--- config.mk ---
export PLATFORM = sky130hd
export DESIGN_NAME = banner_scroller
export DESIGN_NICKNAME = d
export VERILOG_FILES = /design/src/rtl/banner_scroller_pkg.sv /design/src/rtl/banner_tick.sv /design/src/rtl/banner_scroller.sv
export SDC_FILE = /design/constraint.sdc
export NUM_CORES = 1
export LEC_CHECK = 0
export CAP_MARGIN = 25
export CORE_MARGIN = 2
export CORE_UTILIZATION = 50
export DETAILED_ROUTE_END_ITERATION = 8
export PLACE_DENSITY_LB_ADDON = 0.3
export SETUP_SLACK_MARGIN = 0.15
export SLEW_MARGIN = 20
export SYNTH_ARGS = -nofsm -noshare
export SYNTH_HDL_FRONTEND = slang
export SYNTH_SLANG_ARGS = --single-unit
--- constraint.sdc ---
create_clock -name clk -period 3.5 [get_ports clk]
set_input_delay 0.525 -clock clk [delete_from_list [all_inputs] [get_ports clk]]
set_output_delay 0.525 -clock clk [all_outputs]
set_load 0.02 [all_outputs]
--- src/rtl/banner_scroller_pkg.sv ---
// Shared definitions for the rotating banner: FSM encoding, default blank symbol,
// and a constant-foldable clog2 used to size address and counter fields.
package banner_scroller_pkg;

  typedef enum logic [1:0] {
    ST_IDLE = 2'd0,
    ST_RUN  = 2'd1,
    ST_HOLD = 2'd2
  } state_e;

  localparam logic [4:0] BLANK_DEFAULT = 5'b10001;

  function automatic int banner_clog2(input int value);
    int result;
    int span;
    result = 32'sd0;
    span   = 32'sd1;
    while (span < value) begin
      span   = span << 1;
      result = result + 32'sd1;
    end
    return result;
  endfunction

endpackage

--- src/rtl/banner_tick.sv ---
// Scroll prescaler: counts 0..TICK_DIV-1 while run is high and flags the last count
// as tick; clr forces the count back to zero, otherwise the count holds.
module banner_tick
  import banner_scroller_pkg::*;
#(
  parameter int TICK_DIV = 3000000
) (
  input  logic clk,
  input  logic reset,
  input  logic run,
  input  logic clr,
  output logic tick
);

  localparam int            CW   = banner_clog2(TICK_DIV);
  localparam logic [CW-1:0] LAST = CW'(TICK_DIV - 32'sd1);
  localparam logic [CW-1:0] ONE  = CW'(32'd1);

  logic [CW-1:0] count_r;

  assign tick = run & (count_r == LAST);

  // Prescaler count: cleared when idle, frozen when held, wraps on the last count
  always_ff @(posedge clk) begin
    if (reset) begin
      count_r <= '0;
    end else if (clr) begin
      count_r <= '0;
    end else if (run) begin
      if (count_r == LAST) begin
        count_r <= '0;
      end else begin
        count_r <= count_r + ONE;
      end
    end else begin
      count_r <= count_r;
    end
  end

endmodule

--- src/rtl/banner_scroller.sv ---
// Rotating banner engine: writable message store, scroll position and registered
// DIGITS-wide window. Optional bounce mode selected by defining BANNER_BOUNCE_EN.
module banner_scroller
  import banner_scroller_pkg::*;
#(
  parameter int               MSG_LEN    = 16,
  parameter int               SYM_W      = 5,
  parameter int               DIGITS     = 4,
  parameter int               TICK_DIV   = 3000000,
  parameter logic [SYM_W-1:0] BLANK_CODE = SYM_W'(BLANK_DEFAULT)
) (
  input  logic                              clk,
  input  logic                              reset,
  input  logic                              en,
  input  logic                              pause,
  input  logic                              dir,
  input  logic                              wr_en,
  input  logic [banner_clog2(MSG_LEN)-1:0]  wr_addr,
  input  logic [SYM_W-1:0]                  wr_data,
  output logic [DIGITS*SYM_W-1:0]           window,
  output logic [banner_clog2(MSG_LEN)-1:0]  pos,
  output logic                              step,
  output logic                              wrap
);

  localparam int            AW       = banner_clog2(MSG_LEN);
  localparam logic [AW:0]   LEN_W    = (AW + 1)'(MSG_LEN);
  localparam logic [AW-1:0] LAST_POS = AW'(MSG_LEN - 32'sd1);
  localparam logic [AW-1:0] ONE_POS  = AW'(32'd1);

  state_e           state_r;
  state_e           nxt_s;
  logic             run_s;
  logic             clr_s;
  logic             tick_s;
  logic [SYM_W-1:0] msg_r [MSG_LEN];

`ifdef BANNER_BOUNCE_EN
  localparam logic [AW-1:0] TURN_POS = AW'(MSG_LEN - DIGITS);
  logic fwd_r;
  logic unused_dir_s;
  assign unused_dir_s = dir;
`endif

  // Circular index into the message store; pos + k never exceeds 2*MSG_LEN-2
  function automatic logic [AW-1:0] wrap_idx(input logic [AW-1:0] base, input int k);
    logic [AW:0] sum;
    sum = {1'b0, base} + (AW + 1)'(k);
    if (sum >= LEN_W) begin
      sum = sum - LEN_W;
    end else begin
      sum = sum;
    end
    return sum[AW-1:0];
  endfunction

  // Mode decode; the prescaler follows the mode being entered so en/pause act at once
  always_comb begin
    nxt_s = ST_IDLE;
    case (state_r)
      ST_IDLE, ST_RUN, ST_HOLD: begin
        if (!en) begin
          nxt_s = ST_IDLE;
        end else if (pause) begin
          nxt_s = ST_HOLD;
        end else begin
          nxt_s = ST_RUN;
        end
      end
      default: nxt_s = ST_IDLE;
    endcase
  end

  assign run_s = (nxt_s == ST_RUN);
  assign clr_s = (nxt_s == ST_IDLE);

  // Mode register
  always_ff @(posedge clk) begin
    if (reset) begin
      state_r <= ST_IDLE;
    end else begin
      state_r <= nxt_s;
    end
  end

  banner_tick #(
    .TICK_DIV (TICK_DIV)
  ) u_tick (
    .clk   (clk),
    .reset (reset),
    .run   (run_s),
    .clr   (clr_s),
    .tick  (tick_s)
  );

  // Message store; out-of-range addresses are dropped
  always_ff @(posedge clk) begin
    if (reset) begin
      for (int i = 0; i < MSG_LEN; i++) begin
        msg_r[i] <= BLANK_CODE;
      end
    end else if (wr_en && ({1'b0, wr_addr} < LEN_W)) begin
      msg_r[wr_addr] <= wr_data;
    end
  end

  // Position, direction and the step/wrap pulses that accompany each tick
  always_ff @(posedge clk) begin
    if (reset) begin
      pos  <= '0;
      step <= 1'b0;
      wrap <= 1'b0;
`ifdef BANNER_BOUNCE_EN
      fwd_r <= 1'b1;
`endif
    end else begin
      step <= 1'b0;
      wrap <= 1'b0;
      if (tick_s) begin
`ifdef BANNER_BOUNCE_EN
        // At either end the tick is spent reversing, so the window never wraps
        if (fwd_r) begin
          if (pos == TURN_POS) begin
            fwd_r <= 1'b0;
            wrap  <= 1'b1;
          end else begin
            pos  <= pos + ONE_POS;
            step <= 1'b1;
          end
        end else begin
          if (pos == '0) begin
            fwd_r <= 1'b1;
            wrap  <= 1'b1;
          end else begin
            pos  <= pos - ONE_POS;
            step <= 1'b1;
          end
        end
`else
        step <= 1'b1;
        if (!dir) begin
          if (pos == LAST_POS) begin
            pos  <= '0;
            wrap <= 1'b1;
          end else begin
            pos <= pos + ONE_POS;
          end
        end else begin
          if (pos == '0) begin
            pos  <= LAST_POS;
            wrap <= 1'b1;
          end else begin
            pos <= pos - ONE_POS;
          end
        end
`endif
      end
    end
  end

  // Window refreshed every cycle from the current pos; digit 0 sits in the MSBs
  always_ff @(posedge clk) begin
    if (reset) begin
      window <= {DIGITS{BLANK_CODE}};
    end else begin
      for (int k = 0; k < DIGITS; k++) begin
        window[(DIGITS-1-k)*SYM_W +: SYM_W] <= msg_r[wrap_idx(pos, k)];
      end
    end
  end

endmodule

# [Word-level counts from Yosys, hierarchy flattened]
# Memory sizes are Yosys's and may differ from the RTL's. A register that Yosys moved wholly into a read port is not among the register bits.
# Cells that the tools add are included.
[op_classes] n_addsub=10 magnitude_cmp=4 eq_ne=5 muxes=27 bitwise=2 reduce_logical=7
[ops] cell="$mux 4" count=12
[ops] cell="$add 22x1->22 const B" count=1
[ops] cell="$eq 22x22->1 const B" count=1
[ops] cell="$mux 22" count=1
[ops] cell="$sub 4x1->4 const B" count=5
[ops] cell="$ge 5x5->1 const B" count=3
[ops] cell="$add 4x2->5 const B" count=2
[ops] cell="$mux 1" count=10
[ops] cell="$mux 2" count=3
[ops] cell="$add 4x1->5 const B" count=1
[ops] cell="$ge 4x5->1 const B" count=1
[ops] cell="$mux 5" count=1
[ops] cell="$reduce_or 5->1" count=1
[ops] cell="$add 4x1->4 const B" count=1
[ops] cell="$eq 2x1->1 const B" count=2
[ops] cell="$eq 4x4->1 const B" count=1
[ops] cell="$logic_not 2->1" count=2
[ops] cell="$logic_not 4->1" count=1
[ops] cell="$reduce_or 2->1" count=2
[ops] cell="$reduce_or 3->1" count=1
[ops] cell="$eq 2x2->1 const B" count=1
[ops] cell="$and 1x1->1" count=1
[ops] cell="$not 1->1" count=1
[word_totals] reg_bits=30 ramBits=80 in_bits=15 output_inout_bits=26 wordCells=61 n_memories=1
[memory_table] memory="msg_r" depth=16 word_bits=5 rd=4 rd_ports_with_merged_regs=4 write_ports=16 line_no="banner_scroller.sv:36" rtl="logic [SYM_W-1:0] msg_r [MSG_LEN];"

# [Logic depth before layout (Yosys ltp)]
# Gate-level depths: netlist (run 1).
[logic_depth] ltp_word=7 depth_mapped=10 depth_no_buf=6

# [Hierarchy]
# Synthesis (run 1) repeated with hierarchy kept, for this count alone.
[unflattened] hier_cells=631 area_unflattened_um2=7900.1
[by_module_without_submodules] module="banner_scroller" instances=1 cells_each=504 area_each_um2=6796.5 seq_area_each_um2=2962.8
[by_module_without_submodules] module="banner_tick" instances=1 cells_each=127 area_each_um2=1103.6 seq_area_each_um2=440.4

# [Worst setup path after synthesis (run 1)]
# Ideal clock, no wire load.
[synth_timing] kind="flip-flop to flip-flop" from="reg pos[1]" to="reg window[10] (read register of msg_r)" arrival_ns=3.045 t_required_ns=3.357 setup_slack_ns=0.312 path_stages_with_launch=10 path_buffers=4 synth_period_minus_slack_ns=3.188 cell_sequence="dfxtp_1 -> buf_2 -> clkbuf_1 -> inv_1 -> ha_1 -> buf_2 -> buf_1 -> mux4_2 -> a31oi_1 -> o211ai_1"
[synth_via] elab_chain_cells=4 elab_cells_between_ends=5 classes_between="add/sub: 2; order compare: 1; mux: 2"
[synth_rtl] element="start, declared" line_no="banner_scroller.sv:21" rtl="output logic [banner_clog2(MSG_LEN)-1:0] pos,"
[synth_rtl] element="start signal, assigned" line_no="banner_scroller.sv:146" rtl="pos <= pos + ONE_POS;"
[synth_rtl] element="start signal, assigned" line_no="banner_scroller.sv:153" rtl="pos <= pos - ONE_POS;"
[synth_rtl] element="$add 4x1->5 *" line_no="banner_scroller.sv:48" rtl="sum = {1'b0, base} + (AW + 1)'(k);"
[synth_rtl] element="$sub 4x1->4 / $ge 5x5->1 (equally long branches)" line_no="banner_scroller.sv:50, banner_scroller.sv:49"
[synth_rtl] element="$mux 4 *" line_no="banner_scroller.sv:49" rtl="if (sum >= LEN_W) begin"
[synth_rtl] element="$mux 4 *" line_no="banner_scroller.sv:163" rtl="if (reset) begin"
[synth_rtl] element="end, declared" line_no="banner_scroller.sv:20" rtl="output logic [DIGITS*SYM_W-1:0] window,"
# Every way passes the cells marked *; elsewhere a longest branch is shown, timed or not. The select of a mux whose other input is x is not followed.
# A chain may end at the register's enable or synchronous reset.

# [Worst setup path in the final report (run 1)]
[layout_timing] from="reg pos[0]" to="out pos[0]"
# No word-level cell between the ends.

==> results.txt, run 1 <==
Summed over all cells, the static leakage comes to 2.82 nW. The endpoint identified for the worst register-to-register timing path is window[11]$_SDFF_PP0_. The internal power consumption came out at 0.00301 W. In this run, flip-flops and latches consume 45.5% of the power.

The number of clock buffers inserted by TritonCTS came out at 17. The top cell types in the final layout, fill and taps aside, are 80 x edfxtp_1, 74 x mux4_2, 52 x and2_1. The worst hold path passes through 2 cells. The setup total negative slack is 0 ns. The tightest min-delay check is of the flip-flop to flip-flop type. The worst hold path terminates at u_tick.count_r[1]$_SDFFE_PP0N_. The final period demand of the worst path came out at 2.97 ns. The placement-stage cell area came out at 0.00850 mm2. The net switching power is 0.000847 W.

The DRC violation count after routing is 0. The later-pin clock latency in the skew report came out at 0.42 ns. The repair_antennas step left the layout with diodes totalling 0. Setup repair after global routing left no endpoint under its margin. The library cell used most frequently in the layout, excluding fill and tap cells, is edfxtp_1. Setup slack on the critical path of the routed design comes to 0.527 ns. Yosys printed 0 warnings. Gates resized during post-CTS repair numbered 0.

The number of antenna violations at the first check in global routing is 0. Yosys mapped a number of flops with a built-in enable equal to 80. The total global routing overflow came out at 0.

The type of origin of the critical path is a flip-flop. The mapped netlist covers 0.00795 mm2. The count of input and output buffers came out at 40. Data on the critical path is required at its endpoint by roughly 3 ns. For this run, the post-layout net count is around 700. The post-synthesis area per instance is between 10 and 15 um2. The worst reg-to-reg setup slack came out at 0.67 ns.

The number of antenna-violating nets in the routed design is 0. The pin count of the biggest net entering global routing is 65. The maximum clock skew at final layout is 0.00813 ns.

The share of total power in the clock network came out at 47.0%. The number of clock sinks is 130. The maximum number of buffers from clock root to sink came out at 2.

The fraction of final layout cells sized beyond drive strength 1 is 22.9%. The part of the Yosys area used for sequential elements came out at a little over two fifths. The total power divided by cell area is 424 mW/mm2. The floorplan core area came out at roughly 0.016 mm2. The setup path with the least slack is of type flip-flop to primary output. The length of the first detailed-routing pass in iterations is 5. The starting density of the core is 50.6%. The worst slew margin relative to its limit came out at 35.6%.

In the synthesized netlist, the number of instances is about 650. The via total after detailed routing came out at 5982. Traced cell by cell, the critical path runs through buf_4 > clkdlybuf4s50_1.

The worst register-to-register path begins at pos[0]$_SDFFE_PP0P_. TritonCTS built the clock tree. Of the available clock period, the critical path in the final layout requires between 80% and 90%. The count of distinct cell types in the synthesized netlist is 60. In the routed layout, each cell is associated on average with a via count of 6.67.

The root buffer selected by CTS is clkbuf_16. After detailed routing, the average wire length per cell comes to 22.8 um. The fmax came out at 336 MHz.

The slowest stage of the critical path is the buf_4 cell. Of all nets on the critical path, the largest fanout is 64. The clock tree synthesis step divided the H-tree into 4 levels. The die outline height came out at 130 um. The prevailing post-synth register cell is edfxtp_1.

The total of endpoints with negative setup slack in the final report is 0. The count of standard-cell rows came out at 46. Routability-driven placement finished with a final weighted congestion of 0.954.

The CTS clock-pin slew for the worst setup and hold paths is 0.06 ns. Across the VDD grid, the largest voltage drop is 341 uV. After synthesis the netlist holds a flip-flop and latch count of 130. The worst setup path is captured at a primary output. The combinational cell fraction of total power is between 7 and 8%. The endpoint arrival time on the critical path is 2.45 ns. The post-layout instance area is 0.00910 mm2. The area of the die came out at 0.0169 mm2. The run finished with clean final reports. The via count of the first global-routing pass came out at 5709. The startpoint identified for the worst hold timing path is u_tick.count_r[1]$_SDFFE_PP0N_. The top-level I/O count is just over 40. The HPWL after detailed placement is 14600 um. The synthesized netlist net count came out at 670. The final routed wirelength across all metal layers is roughly 20000 um. After clock tree synthesis, the flow added hold-fix buffers numbering 0. The final number of max-transition violations is 0. The global-route usage over all layers came out at approximately a quarter.

The largest single stage delay on the critical path is around 0.77 ns. The number of cells on the worst reg-to-reg path came out at 6. The horizontal extent of the die came out at 130 um.

The post-synthesis to final-layout area growth came out at 14.5%. The actual slew at the worst max-slew pin is 0.966 ns. The total of max-cap violations came out at 0. The async set-reset flop share out of synthesis came out at 0%. The switching portion of total power is 21.9%. The first global-routing pass estimated 31900 um of wire. The setup fix buffers added after clock tree synthesis came out at 0. The detailed router finished its first iteration with 731 violations.

The worst-case setup slack after placement came out at 0.442 ns. The number of hold-slack violations in the final timing report is 0.
state kept, by name (all words and copies together), names as in the netlist:
signal and cells:
pos 4, window 20, step 1, wrap 1, state_r 2, u_tick.count_r 22
msg_r 80
kinds of logic after synthesis:
family,after synthesis,share of synthesized area (%)
xor gates and xnor gates,13,1.43
AOI/OAI and AO/OA,87,8.00
DFF,130,42.8
adders and majority gates,7,1.10
and+or+nand+nor,243,18.2
buffers and inverters,64,3.50
muxes,104,25.0
routing by layer:
layer | global-route usage [%] | share of wire (%)
met1 | 33.6 | 41
met2 | 40.7 | 49
met3 | 5.58 | 7.1
met4 | 11.4 | 3.2
met5 | 0 | 0
per-stage QoR:
step | std cells | utilization (%) | hold WS [ns] | power [W]
floorplan | 648 | - | 0.464 | 0.00194
global placement | 865 | 54.1 | 0.482 | 0.00206
detailed placement | 865 | 54.1 | 0.507 | 0.00207
CTS | 897 | 57.9 | 0.517 | 0.00387
global route | 897 | 57.9 | 0.552 | 0.00397
finish | 897 | 57.9 | 0.515 | 0.00386
how the worst max path moves through the flow:
stage               depth (start not counted)                              end                start
floorplan                                   9            window[10]$_SDFF_PP1_  pos[1]$_SDFFE_PP0P_
global placement                            5  u_tick.count_r[15]$_SDFFE_PP0N_                   en
detailed placement                          5  u_tick.count_r[14]$_SDFFE_PP0N_                   en
CTS                                         2                           pos[0]  pos[0]$_SDFFE_PP0P_
global route                                2                           pos[0]  pos[0]$_SDFFE_PP0P_
finish                                      2                           pos[0]  pos[0]$_SDFFE_PP0P_
final cells by class:
| cell class | count | area (um2) |
|---|---|---|
| tap | 216 | 270 |
| timing repair buffer | 54 | 518 |
| fill | 1250 | 6610 |
| sequential | 130 | 3410 |
| clock buffer | 19 | 433 |
| multi-input combinational | 454 | 4270 |
| inverter | 11 | 41.3 |
| clock inverter | 13 | 166 |
worst max-delay path: cells and delay by family (launching register included):
| kind | cells | cell delay, ns |
|---|---|---|
| flops | 1 | 0.46 |
| buf+inv | 2 | 1.53 |
power groups by stage:
stage	clock network, W	registers, W	logic, W
floorplan	0	0.00178	0.000167
global placement	0	0.00178	0.000279
detailed placement	0	0.00179	0.000285
CTS	0.00183	0.00176	0.000286
global route	0.00189	0.00177	0.000305
finish	0.00181	0.00176	0.000287
cell usage after synthesis (all sizes together) (11+ instances only):
cell     n  area, um2
dfxtp   50       1000
buf     19       92.6
and2    52        325
mux2    13        146
nor2    26       97.6
mux2i   17        170
a211oi  24        190
nand2   25       93.8
or3     29        183
nand3   17       85.1
nor3    15       86.3
clkbuf  33        135
inv     11       41.3
nand2b  14       87.6
mux4    74       1670
or2     18        113
edfxtp  80       2400
Note: power is estimated with default switching activity, not from simulation.
==> inputs of run 2 (changes only) <==
==> constraint.sdc (replaced) <==
create_clock -name clk -period 2.55 [get_ports clk]
set_input_delay 0.3825 -clock clk [delete_from_list [all_inputs] [get_ports clk]]
set_output_delay 0.3825 -clock clk [all_outputs]
set_load 0.02 [all_outputs]
==> run 2 against run 1 <==
- utilization up 1.6 points
- final cell count increased by 3.0%
- largest cell class unchanged
- non-clock buffer count increased by 27
==> results.txt, run 2 (synthesized netlist as in run 1, its figures left out) <==
The cell count after placement was 892 (+3.1%). The via total after detailed routing came out at 6046 (+1.1%). The number of antenna violations at the first check in global routing is 0 (unchanged). The number of cells on the worst reg-to-reg path came out at 7 (+1). The worst-case setup slack after placement is -0.209 ns (-0.651 ns). The number of antenna-violating nets in the routed design is 0 (unchanged). The setup total negative slack came out at 0 ns (unchanged).

The final hold slack was 0.502 ns (-0.0135 ns). The static leakage came to 2.97 nW (+5.4%). The critical path start-end classification is flip-flop to primary output. The startpoint identified for the worst hold timing path is u_tick.count_r[0]$_SDFFE_PP0N_. Setup repair after global routing left no endpoint under its margin. The DRC violation count after routing came out at 0 (unchanged). The period utilization is 90.8%. The area of the die came out at 0.0169 mm2 (unchanged). The worst ir drop on vdd was 489 uV (+43%).

The detailed-route vias per instance is 6.54 (-1.9%). The horizontal extent of the die is 130 um (unchanged). The non-filler instance count after layout is 924 (+3.0%). STA classifies the critical path startpoint as a flip-flop. The length of the first detailed-routing pass in iterations is 5 (unchanged). The required time at the endpoint of the critical path is 2.17 ns (-0.80 ns).

The placed wire-length estimate after detailed placement came out at 14700 um (+1.2%). The switching portion of total power was 23.2% (+1.2 points). The delay of the slowest cell on the worst path came out at 0.77 ns (about the same). The worst reg-to-reg setup slack is 0.26 ns (-0.41 ns).

The pin count of the biggest net entering global routing is 77 (+18%). The net switching power is 0.00126 W (+49%). The min-delay analysis places its worst path in the category flip-flop to flip-flop. The maximum number of buffers from clock root to sink came out at 2 (unchanged). The endpoint arrival time on the critical path is 1.93 ns (-0.52 ns).

The utilization after layout is 59.6% (+1.6 points). The final worst slack was 0.234 ns (-0.294 ns). The share of total power in the clock network came out at 48.2% (+1.2 points).

The worst register-to-register path ends at window[11]$_SDFF_PP0_. The worst slew margin relative to its limit came out at 52.9% (+17 points). The flow ran to the end, and the final reports show no timing, DRC or antenna violations. The worst hold path terminates at u_tick.count_r[0]$_SDFFE_PP0N_.

The number of inserted diodes is 0 (unchanged). The cell sitting at the root of the clock tree is a clkbuf_16. The final net count was 717 (+3.9%). The number of hold-slack violations in the final timing report came out at 0 (unchanged).

STA classifies the critical path endpoint as a primary output. The actual slew at the worst max-slew pin is 0.705 ns (-0.261 ns). The wire length of the first global-routing pass came out at 32600 um (+2.2%). The via count of the first global-routing pass came out at 5902 (+3.4%).

For the finished layout, the period the worst path requires is 2.32 ns. In this run the worst setup path begins at pos[3]$_SDFFE_PP0P_. The later-pin clock latency in the skew report came out at 0.43 ns (about the same). The flip-flop count of the largest register, all copies and words added is 80 (unchanged).

The peak fanout along the critical path is 13 (-80%). The number of cells on the worst hold path came out at 2 (unchanged). In the layout the commonest cells are 80 x edfxtp_1, 74 x mux4_2, 52 x and2_1. In the final layout, the registers with the most flip-flops are msg_r (80), u_tick.count_r (22), window (20). The register with the most flip-flops in the final layout is msg_r. The total global routing overflow was 0 (unchanged).

The total power divided by cell area is 580 mW/mm2 (+37%). The global-route usage over all layers is 25.8% (+0.38 points). The total of endpoints with negative setup slack in the final report is 0 (unchanged). The average wire per cell in the routed design came out at 22.2 um (-2.8%). The die outline height came to 130 um (unchanged). The internal power consumption came out at 0.00418 W (+39%). The combinational cell fraction of total power came out at 7.4% (about the same). The final number of max-transition violations is 0 (unchanged). The maximum clock skew at final layout came out at 0.0141 ns (+0.00599 ns).

The DRC marker count from the first detailed-route iteration was 551 (-25%). Among all stages on the critical path, the largest delay is contributed by dfxtp_1. The total of max-cap violations is 0 (unchanged). The sum of buffers and inverters on the critical path came to 1 (-1). The sequential share of power came to 44.4% (-1.1 points). The number of clock buffers inserted by TritonCTS came to 17 (unchanged).

The clock tree from TritonCTS is built. The count of standard-cell rows came to 46 (unchanged). Walking the worst path, the cells encountered are clkdlybuf4s50_1.

In this run the critical register-to-register path is launched from pos[1]$_SDFFE_PP0P_. The count of input and output buffers is 40 (unchanged). The starting density of the core is 50.6% (unchanged). The floorplan core area came out at 0.0157 mm2 (unchanged).

The number of clock sinks came out at 130 (unchanged). The H-tree level count is 4 (unchanged). From synthesis to final layout, the design area changed by 17.8%. The library cell used most frequently in the layout, excluding fill and tap cells, is edfxtp_1. The top-level I/O count came to 41 (unchanged). The CTS clock-pin slew for the worst setup and hold paths came out at 0.06 ns (about the same). The fraction of final layout cells sized beyond drive strength 1 is 26.8% (+3.9 points).

The final routed wirelength across all metal layers came to 20500 um (+0.13%). The fmax came out at 432 MHz. The cell class contributing the biggest share of worst-path delay is flip-flops. The placer's final routability congestion estimate came out at 0.913 (-4.3%).
## run 2: how the worst max path moves through the flow
stage                                       to  slack (ns)  cells past startpoint
2_1_floorplan            window[14]$_SDFF_PP1_        0.15                     10
3_3_place_gp    u_tick.count_r[9]$_SDFFE_PP0N_       -0.13                      6
3_5_place_dp   u_tick.count_r[11]$_SDFFE_PP0N_       -0.21                      6
4_1_cts                                 pos[3]        0.24                      1
5_1_grt         u_tick.count_r[7]$_SDFFE_PP0N_        0.16                      6
6_report                                pos[3]        0.23                      1
## run 2: power by group through the flow
stage | sequential (W) | combinational, W | clock, W
final | 0.00241 | 0.000402 | 0.00262
after detailed placement | 0.00245 | 0.000398 | 0
after global routing | 0.00242 | 0.000427 | 0.00274
after floorplan | 0.00244 | 0.000229 | 0
after global placement | 0.00244 | 0.000391 | 0
after CTS | 0.00241 | 0.000401 | 0.00265
## run 2: final cells by class
cell class,count,area [um2]
clock inverter,15,208
multi-input combinational,454,4270
inverter,11,41.3
timing repair buffer,81,733
tap,216,270
fill,1229,6350
clock buffer,17,425
sequential,130,3410
## run 2: layer usage
layer,GRT usage [%],up-vias,wire (um)
met5,0,-,0
met4,11.5,0,714
met3,5.78,50,1500
met2,40.8,296,9870
met1,34.5,3036,8420
li1,-,2664,-
## run 2: repair_timing
action | in CTS | in global routing
endpoints found under the setup margin | 1 | 0
hold endpoints to repair | 0 | 0
hold buffers | 0 | 0
buffers inserted | 0 | 0
resized for setup | 1 | 0
## run 2: stage by stage
step | area [um2] | power [W]
after CTS | 9360 | 0.00546
after global placement | 8720 | 0.00283
after floorplan | 7990 | 0.00267
final | 9360 | 0.00543
after global routing | 9360 | 0.00559
after detailed placement | 8720 | 0.00285
